$ cat src/rtl/bht_access_scheduler.sv
// bht_access_scheduler
//   Arbitrates fetch-side predict requests and resolve-side update requests onto
//   the shared branch history table, issuing at most one command per cycle.
//   Updates are queued in an in-order FIFO. A starvation counter forces an
//   update after STARVE_MAX predicts have issued while updates were waiting.
//
// Ports
//   clock, reset                    clock and asynchronous active-high reset
//   pred_req/pred_addr/pred_ready   predict request handshake from fetch
//   pred_valid/pred_taken           prediction response, two cycles after accept
//   upd_valid/upd_addr/upd_result   update offer from resolve
//   upd_ready/upd_count             FIFO has space / FIFO occupancy
//   bht_addr/bht_predict/
//   bht_update/bht_result           registered command to the BHT
//   bht_prediction                  prediction read back from the BHT
module bht_access_scheduler #(
    parameter int ADDR_W     = 11,
    parameter int UPD_DEPTH  = 4,
    parameter int STARVE_MAX = 3
) (
    input  logic                           clock,
    input  logic                           reset,
    input  logic                           pred_req,
    input  logic [ADDR_W-1:0]              pred_addr,
    output logic                           pred_ready,
    output logic                           pred_valid,
    output logic                           pred_taken,
    input  logic                           upd_valid,
    input  logic [ADDR_W-1:0]              upd_addr,
    input  logic                           upd_result,
    output logic                           upd_ready,
    output logic [$clog2(UPD_DEPTH+1)-1:0] upd_count,
    output logic [ADDR_W-1:0]              bht_addr,
    output logic                           bht_predict,
    output logic                           bht_update,
    output logic                           bht_result,
    input  logic                           bht_prediction
);

    localparam int PTR_W = $clog2(UPD_DEPTH);
    localparam int CNT_W = $clog2(UPD_DEPTH + 1);
    localparam int STV_W = $clog2(STARVE_MAX + 1);

    typedef enum logic [1:0] {
        IDLE       = 2'd0,
        ISSUE_PRED = 2'd1,
        ISSUE_UPD  = 2'd2
    } state_t;

    state_t            state;
    logic [ADDR_W-1:0] fifo_addr   [UPD_DEPTH];
    logic              fifo_result [UPD_DEPTH];
    logic [PTR_W-1:0]  wr_ptr;
    logic [PTR_W-1:0]  rd_ptr;
    logic [STV_W-1:0]  starve_cnt;

    logic fifo_nonempty;
    logic force_upd;
    logic take_pred;
    logic push;
    logic pop;

    assign fifo_nonempty = (upd_count != '0);
    assign force_upd     = fifo_nonempty && (starve_cnt == STV_W'(STARVE_MAX));
    assign pred_ready    = !reset && !force_upd;
    // Full means full: a pop on the same edge does not open a slot.
    assign upd_ready     = !reset && (upd_count != CNT_W'(UPD_DEPTH));
    assign push          = upd_valid && upd_ready;
    assign take_pred     = pred_req && !force_upd;
    // Pop on a forced update, or when no predict wants the slot.
    assign pop           = fifo_nonempty && !take_pred;

    // The BHT answers in the cycle after it samples bht_predict.
    assign pred_taken    = bht_prediction;

    always_ff @(posedge clock) begin
        if (push) begin
            fifo_addr[wr_ptr]   <= upd_addr;
            fifo_result[wr_ptr] <= upd_result;
        end
    end

    always_ff @(posedge clock or posedge reset) begin
        if (reset) begin
            state       <= IDLE;
            wr_ptr      <= '0;
            rd_ptr      <= '0;
            upd_count   <= '0;
            starve_cnt  <= '0;
            bht_addr    <= '0;
            bht_predict <= 1'b0;
            bht_update  <= 1'b0;
            bht_result  <= 1'b0;
            pred_valid  <= 1'b0;
        end else begin
            pred_valid <= (state == ISSUE_PRED);

            if (push) begin
                wr_ptr <= wr_ptr + 1'b1;
            end
            if (pop) begin
                rd_ptr <= rd_ptr + 1'b1;
            end
            upd_count <= upd_count + CNT_W'(push) - CNT_W'(pop);

            if (pop) begin
                state       <= ISSUE_UPD;
                bht_predict <= 1'b0;
                bht_update  <= 1'b1;
                bht_addr    <= fifo_addr[rd_ptr];
                bht_result  <= fifo_result[rd_ptr];
                starve_cnt  <= '0;
            end else if (take_pred) begin
                state       <= ISSUE_PRED;
                bht_predict <= 1'b1;
                bht_update  <= 1'b0;
                bht_addr    <= pred_addr;
                // Only predicts that overtake a waiting update count as starvation.
                if (fifo_nonempty && (starve_cnt != STV_W'(STARVE_MAX))) begin
                    starve_cnt <= starve_cnt + 1'b1;
                end
            end else begin
                state       <= IDLE;
                bht_predict <= 1'b0;
                bht_update  <= 1'b0;
            end
        end
    end

endmodule

$ cat config.mk
export PLATFORM = sky130hd
export DESIGN_NAME = bht_access_scheduler
export DESIGN_NICKNAME = d
export VERILOG_FILES = /design/src/rtl/bht_access_scheduler.sv
export SDC_FILE = /design/constraint.sdc
export NUM_CORES = 1
export LEC_CHECK = 0
export BUFFER_PORTS_ARGS = -buffer_cell sky130_fd_sc_hd__buf_2
export CORE_MARGIN = 1
export CORE_UTILIZATION = 55
export CTS_CLUSTER_SIZE = 28
export DETAILED_ROUTE_END_ITERATION = 8
export GPL_ROUTABILITY_DRIVEN = 0
export PLACE_DENSITY = 0.84
export RECOVER_POWER = 25
export SLEW_MARGIN = 0
export SYNTH_ARGS = -nofsm -noshare
export SYNTH_HDL_FRONTEND = slang
export SYNTH_SLANG_ARGS = --single-unit
$ cat constraint.sdc
create_clock -name clock -period 2.8 [get_ports clock]
set_clock_uncertainty 0.1 [all_clocks]
set_input_delay 0.42 -clock clock [delete_from_list [all_inputs] [get_ports clock]]
set_output_delay 0.42 -clock clock [all_outputs]
set_load 0.05 [all_outputs]
After elaboration in Yosys (flattened, before gate mapping):

Memory sizes are Yosys's and may differ from the RTL's. A register that Yosys moved wholly into a read port is not among the register bits.
Index checks and enable logic that the tools add are counted.

* register bits after elaboration: 25
* RAM bits: 48
* input bits: 28
* output and inout port bits: 21
* word-level logic and storage cells: 46
* memories kept: 2

Memories
* fifo_addr: words 4, bits a word 11, read ports 1, clocked after Yosys merged registers in 0, wr ports 1, line 51 `logic [ADDR_W-1:0] fifo_addr [UPD_DEPTH];`
* fifo_result: words 4, bits a word 1, read ports 1, clocked after Yosys merged registers in 1, wr ports 1, line 52 `logic fifo_result [UPD_DEPTH];`

* $add $sub $neg: 5
* equality and inequality tests: 4
* multiplexer cells: 12
* reduce and logical (&&, ||, !) cells: 14

Operators by type and width (count)
* $mux W11: 2
* $mux W2: 4
* $logic_and A1 B1 Y1: 7
* $add A2 B1 Y2 const B: 3
* $mux W1: 6
* $reduce_bool A2 Y1: 2
* $add A3 B1 Y3: 1
* $logic_not A1 Y1: 3
* $ne A3 B3 Y1 const B: 1
* $reduce_bool A3 Y1: 1
* $sub A3 B1 Y3: 1
* $eq A2 B1 Y1 const B: 1
* $eq A2 B2 Y1 const B: 1
* $ne A2 B2 Y1 const B: 1
* $reduce_and A2 Y1: 1

Longest topological paths before layout:

* word-level depth: 8
* mapped depth: 10
* gate-level depth less buffers: 10

Worst setup path before layout:

No wires, ideal clock.

* kind: register to register
* from: reg upd_count[1]
* to: reg upd_count[2]
* setup time: 147 ps
* arrival: 2497 ps
* required time: 2553 ps
* slack: 56 ps
* cell stages (with the launch flop): 11
* buffers on the path: 0
* period minus slack after synthesis: 2744 ps
* cells stage by stage: dfrtp_1 nor2_1 a211oi_2 inv_1 ha_1 inv_1 ha_1 inv_1 fa_1 xnor2_1 xnor2_1

* longest elaborated chain between the ends: 7
* elaborated cells on any way between the ends: 11
* those cells by class: add/sub: 2; eq/ne: 1; reduce/logical: 8

RTL lines
* start: declaration: line 32 `output logic [$clog2(UPD_DEPTH+1)-1:0] upd_count,`
* start signal: assignment: line 104 `upd_count <= upd_count + CNT_W'(push) - CNT_W'(pop);`
* parallel branches: the longest is 6 deep, another holds $add A3 B1 Y3
* $sub A3 B1 Y3 (*): line 104

Every way passes the cells marked *.
A chain may end at the register's enable or synchronous reset.

Worst setup path in the final report:

* from: reg upd_count[1]
* to: out pred_ready

* longest elaborated chain between the ends: 4

RTL lines
* $reduce_bool A3 Y1: line 63 `assign fifo_nonempty = (upd_count != '0);`
* $logic_and A1 B1 Y1: line 64 `assign force_upd = fifo_nonempty && (starve_cnt == STV_W'(STARVE_MAX));`
* $logic_not A1 Y1: line 65 `assign pred_ready = !reset && !force_upd;`
* $logic_and A1 B1 Y1: line 65
* end: declaration: line 25 `output logic pred_ready,`

Every way passes these cells.

==> qor.txt <==
STA
----------------------------------------------------------------------------------
Final-layout worst hold slack                                            0.1967 ns
Fin crit share                                                              0.8756
RSZ-0062 raised after global routing                                            no
Worst Slack Setup Final                                                  0.3483 ns
Max transition margin                                                       0.4027
Max Transition Viols Final                                                       0
Fin crit period                                                           2.452 ns
Maximum operating frequency                                              407.9 MHz
Final sum of negative setup slack                                             0 ns
Final number of setup-violating endpoints                                        0
Transition time at the pin with the least slew margin                    0.8949 ns
Total count of hold-check failures in the final report                           0

WORST SETUP PATH
----------------------------------------------------------------------------------
Critical Setup Path Class                                               reg -> out
Worst EP arrival                                                           1.93 ns
Setup slack of the worst register-to-register path                         0.36 ns
Cells along the critical path                                         or3_1 > a21oi_1 > buf_2
Data required time at the worst endpoint                                   2.28 ns
Number of gates on the worst path with buffers counted                           3
Nature of the critical path startpoint                                        flop
Critical path fanouts, max                                                      15
Endpoint type of the worst setup path                                   output pin
Slowest stage delay, CP                                                    0.62 ns
Crit path max-delay family                                            simple AND/OR/NAND/NOR gates
Worst R2R Path Depth                                                            10
Count of buffer and inverter cells on the critical path                          1
Slowest-stage cell, CP                                                sky130_fd_sc_hd__or3_1
Endpoint of the lowest-slack register-to-register path                upd_count[2]
Origin of the critical flop-to-flop path                              starve_cnt[0]

CLOCKING
----------------------------------------------------------------------------------
Maximum clock insertion buffer count                                             2
Post-cts gate resize count                                                       0
Sinks on the clock net                                                          72
Clock Pin Slew Worst Setup and Hold Paths                                  0.08 ns
Cell at the root of the clock tree                                    sky130_fd_sc_hd__clkbuf_8
Clk_lat worst skew                                                         0.34 ns
H-tree lvl count                                                                 3
Number of buffers created by CTS                                                 9
# hold bufs at CTS                                                               0
Setup repair bufs after CTS                                                      0
Clock tree from TritonCTS                                                      yes

SYNTHESIS
----------------------------------------------------------------------------------
Cell area after technology mapping                                        3000 um2
Net count after synthesis                                                      220
Share of flip-flops with an asynchronous set or reset                       0.3333
Sequential-to-total area share from yosys stat                              0.6806
Post-synth cell types                                                           33
Avg Synthesized Cell Area                                                16.31 um2
Yosys warning count                                                              0
Gate count after technology mapping                                            184
Number of synthesized register bits                                             72
Most common flop cell mapped by yosys                                 sky130_fd_sc_hd__edfxtp_1
Post-synth EDFFs                                                                48

FINAL LAYOUT
----------------------------------------------------------------------------------
Post-layout net count                                                          269
Cell area after layout                                                    3442 um2
Post-layout utilization of the core                                         0.6655
Count of fill cells added during filler insertion                              361
Signed area change from the synthesized netlist to the final layout         14.72%
Diode count                                                                      0
Share of post-route cells with drive strength above 1                       0.2479
Number of cells in the finished layout apart from fillers                      308

GLOBAL ROUTING
----------------------------------------------------------------------------------
Initial antenna violation count                                                  0
Overflow after GRT                                                               0
Global-route wire length before repair                                     8004 um
Number of global-route vias before repair                                    1,713
Maximum number of pins on one net before global-route repair                    25
Aggregate global-route resource usage                                       0.2049

FLOORPLANNING
----------------------------------------------------------------------------------
Die ar.                                                                   5755 um2
Count of pins on the block boundary                                             49
Overall die width                                                         75.86 um
Vert. Die Dim                                                             75.86 um
Core area                                                                 5172 um2
Number of placement rows                                                        26
Starting density of the core                                                0.5801

ROUTE
----------------------------------------------------------------------------------
Antenna viol nets, final                                                         0
Routed length per instance                                                17.02 um
Vias                                                                         1,695
Post-detailed-route via-to-cell ratio                                        5.503
Final routed DRC violation total                                                 0
Iteration-0 DRC Markers                                                        122
Wire length after detailed routing                                         5241 um
Length of the first detailed-routing pass in iterations                          5

JOB
----------------------------------------------------------------------------------
Max-cap viol count                                                               0

POWER
----------------------------------------------------------------------------------
Overall power                                                             3.732 mW
Maximum ir drop on the vdd rail                                          0.4861 mV
Cell area power density                                                1084 nW/um2
Leakage power figure                                                      1.364 nW

PLACED DESIGN
----------------------------------------------------------------------------------
Number of buffers inserted by port buffering                                    46
Half-perimeter wire length after placement                                 3446 um
Cells after DPL                                                                292
Post-place instance area                                                  3261 um2
Worst-case setup slack after placement                                   0.3474 ns

RUN STATUS
----------------------------------------------------------------------------------
Result of the run                                                        completed

MIN PATH
----------------------------------------------------------------------------------
Classification of the worst-slack hold path                            in -> async

kinds of logic after synthesis:
kind of cell / Yosys count / synth area share
flops: 72 / 0.6806
simple gates: 39 / 0.06589
compound gates: 27 / 0.05380
buf+inv: 19 / 0.03670
mux: 14 / 0.1126
fa+ha+maj: 8 / 0.03586
xor+xnor: 5 / 0.01459
synthesized netlist by cell type (2+ instances only):
master	instances	area share
sky130_fd_sc_hd__edfxtp_1	48	0.48
sky130_fd_sc_hd__dfrtp_1	24	0.20
sky130_fd_sc_hd__nand3_1	13	0.022
sky130_fd_sc_hd__nor2_1	13	0.016
sky130_fd_sc_hd__a31oi_1	11	0.023
sky130_fd_sc_hd__mux4_1	11	0.096
sky130_fd_sc_hd__o21ai_0	11	0.018
sky130_fd_sc_hd__inv_1	8	0.010
sky130_fd_sc_hd__ha_1	7	0.029
sky130_fd_sc_hd__and2_1	4	0.0083
sky130_fd_sc_hd__xnor2_1	4	0.012
sky130_fd_sc_hd__buf_2	3	0.0050
sky130_fd_sc_hd__clkbuf_1	3	0.0038
sky130_fd_sc_hd__a21oi_1	2	0.0033
sky130_fd_sc_hd__buf_6	2	0.0075
sky130_fd_sc_hd__nand2_1	2	0.0025
sky130_fd_sc_hd__nor2b_1	2	0.0042
worst register-to-register path, cell delays in order, from the launching register on:
cell and delay (ns):
sky130_fd_sc_hd__dfrtp_1 0.39, sky130_fd_sc_hd__ha_1 0.24, sky130_fd_sc_hd__nor2b_1 0.09, sky130_fd_sc_hd__nor2_1 0.32, sky130_fd_sc_hd__ha_1 0.31, sky130_fd_sc_hd__inv_1 0.06, sky130_fd_sc_hd__ha_1 0.13, sky130_fd_sc_hd__inv_1 0.05
sky130_fd_sc_hd__fa_1 0.37, sky130_fd_sc_hd__xnor2_1 0.15, sky130_fd_sc_hd__xnor2_1 0.14
power breakdown:
part	internal [mW]	switching, mW	total [mW]
clock	0.411	0.394	0.805
sequential	1.38	0.215	1.60
combinational	0.467	0.862	1.33
total	2.26	1.47	3.73
flip-flops by register name, summed over array words and instances, names as in the netlist:
name	cells
rd_ptr	2
upd_count	3
bht_addr	11
bht_update	1
wr_ptr	2
state	1
fifo_addr	44
bht_result	1
fifo_result	4
starve_cnt	2
pred_valid	1
worst max path at each step:
stage             startpoint      endpoint
2_1_floorplan   upd_count[1]  upd_count[2]
3_3_place_gp        pred_req  upd_count[2]
3_5_place_dp        pred_req  upd_count[2]
4_1_cts         upd_count[1]    pred_ready
5_1_grt        starve_cnt[0]  upd_count[2]
6_report        upd_count[1]    pred_ready
cell type report:
type                            count  area [um2]  share of cell area
Inverter                            8       30.03            0.008724
Sequential cell                    72        2042              0.5932
Timing Repair Buffer               49       239.0             0.06943
Clock inverter                      7       71.32             0.02072
Clock buffer                        9       123.9             0.03599
Multi-Input combinational cell     93       848.3              0.2465
Tap cell                           70       87.58             0.02545
layout by cell type, fill, tap and decap left out, drive strengths merged:
cell	Yosys	layout
a211oi	1	1
a21boi	1	1
a21o	1	1
a21oi	2	2
a31oi	11	11
and2	4	4
buf	8	38
bufinv	0	1
clkbuf	3	20
clkinv	0	3
clkinvlp	0	2
dfrtp	24	24
edfxtp	48	48
fa	1	1
ha	7	7
inv	8	9
mux2	2	2
mux4	12	12
nand2	2	2
nand2b	1	1
nand3	13	13
nor2	13	13
nor2b	2	2
nor3	2	2
o21ai	11	11
or3	1	1
or4	1	1
xnor2	4	4
xor2	1	1
routing by layer:
metal  track usage  part of all wire  vias up
li1              -                 -      802
met1        0.2491              0.44      834
met2        0.3382              0.50       52
met3       0.04762             0.047        7
met4        0.1173             0.017        0
met5             0                 0        -
No activity file was read; power rests on OpenSTA's default activity.
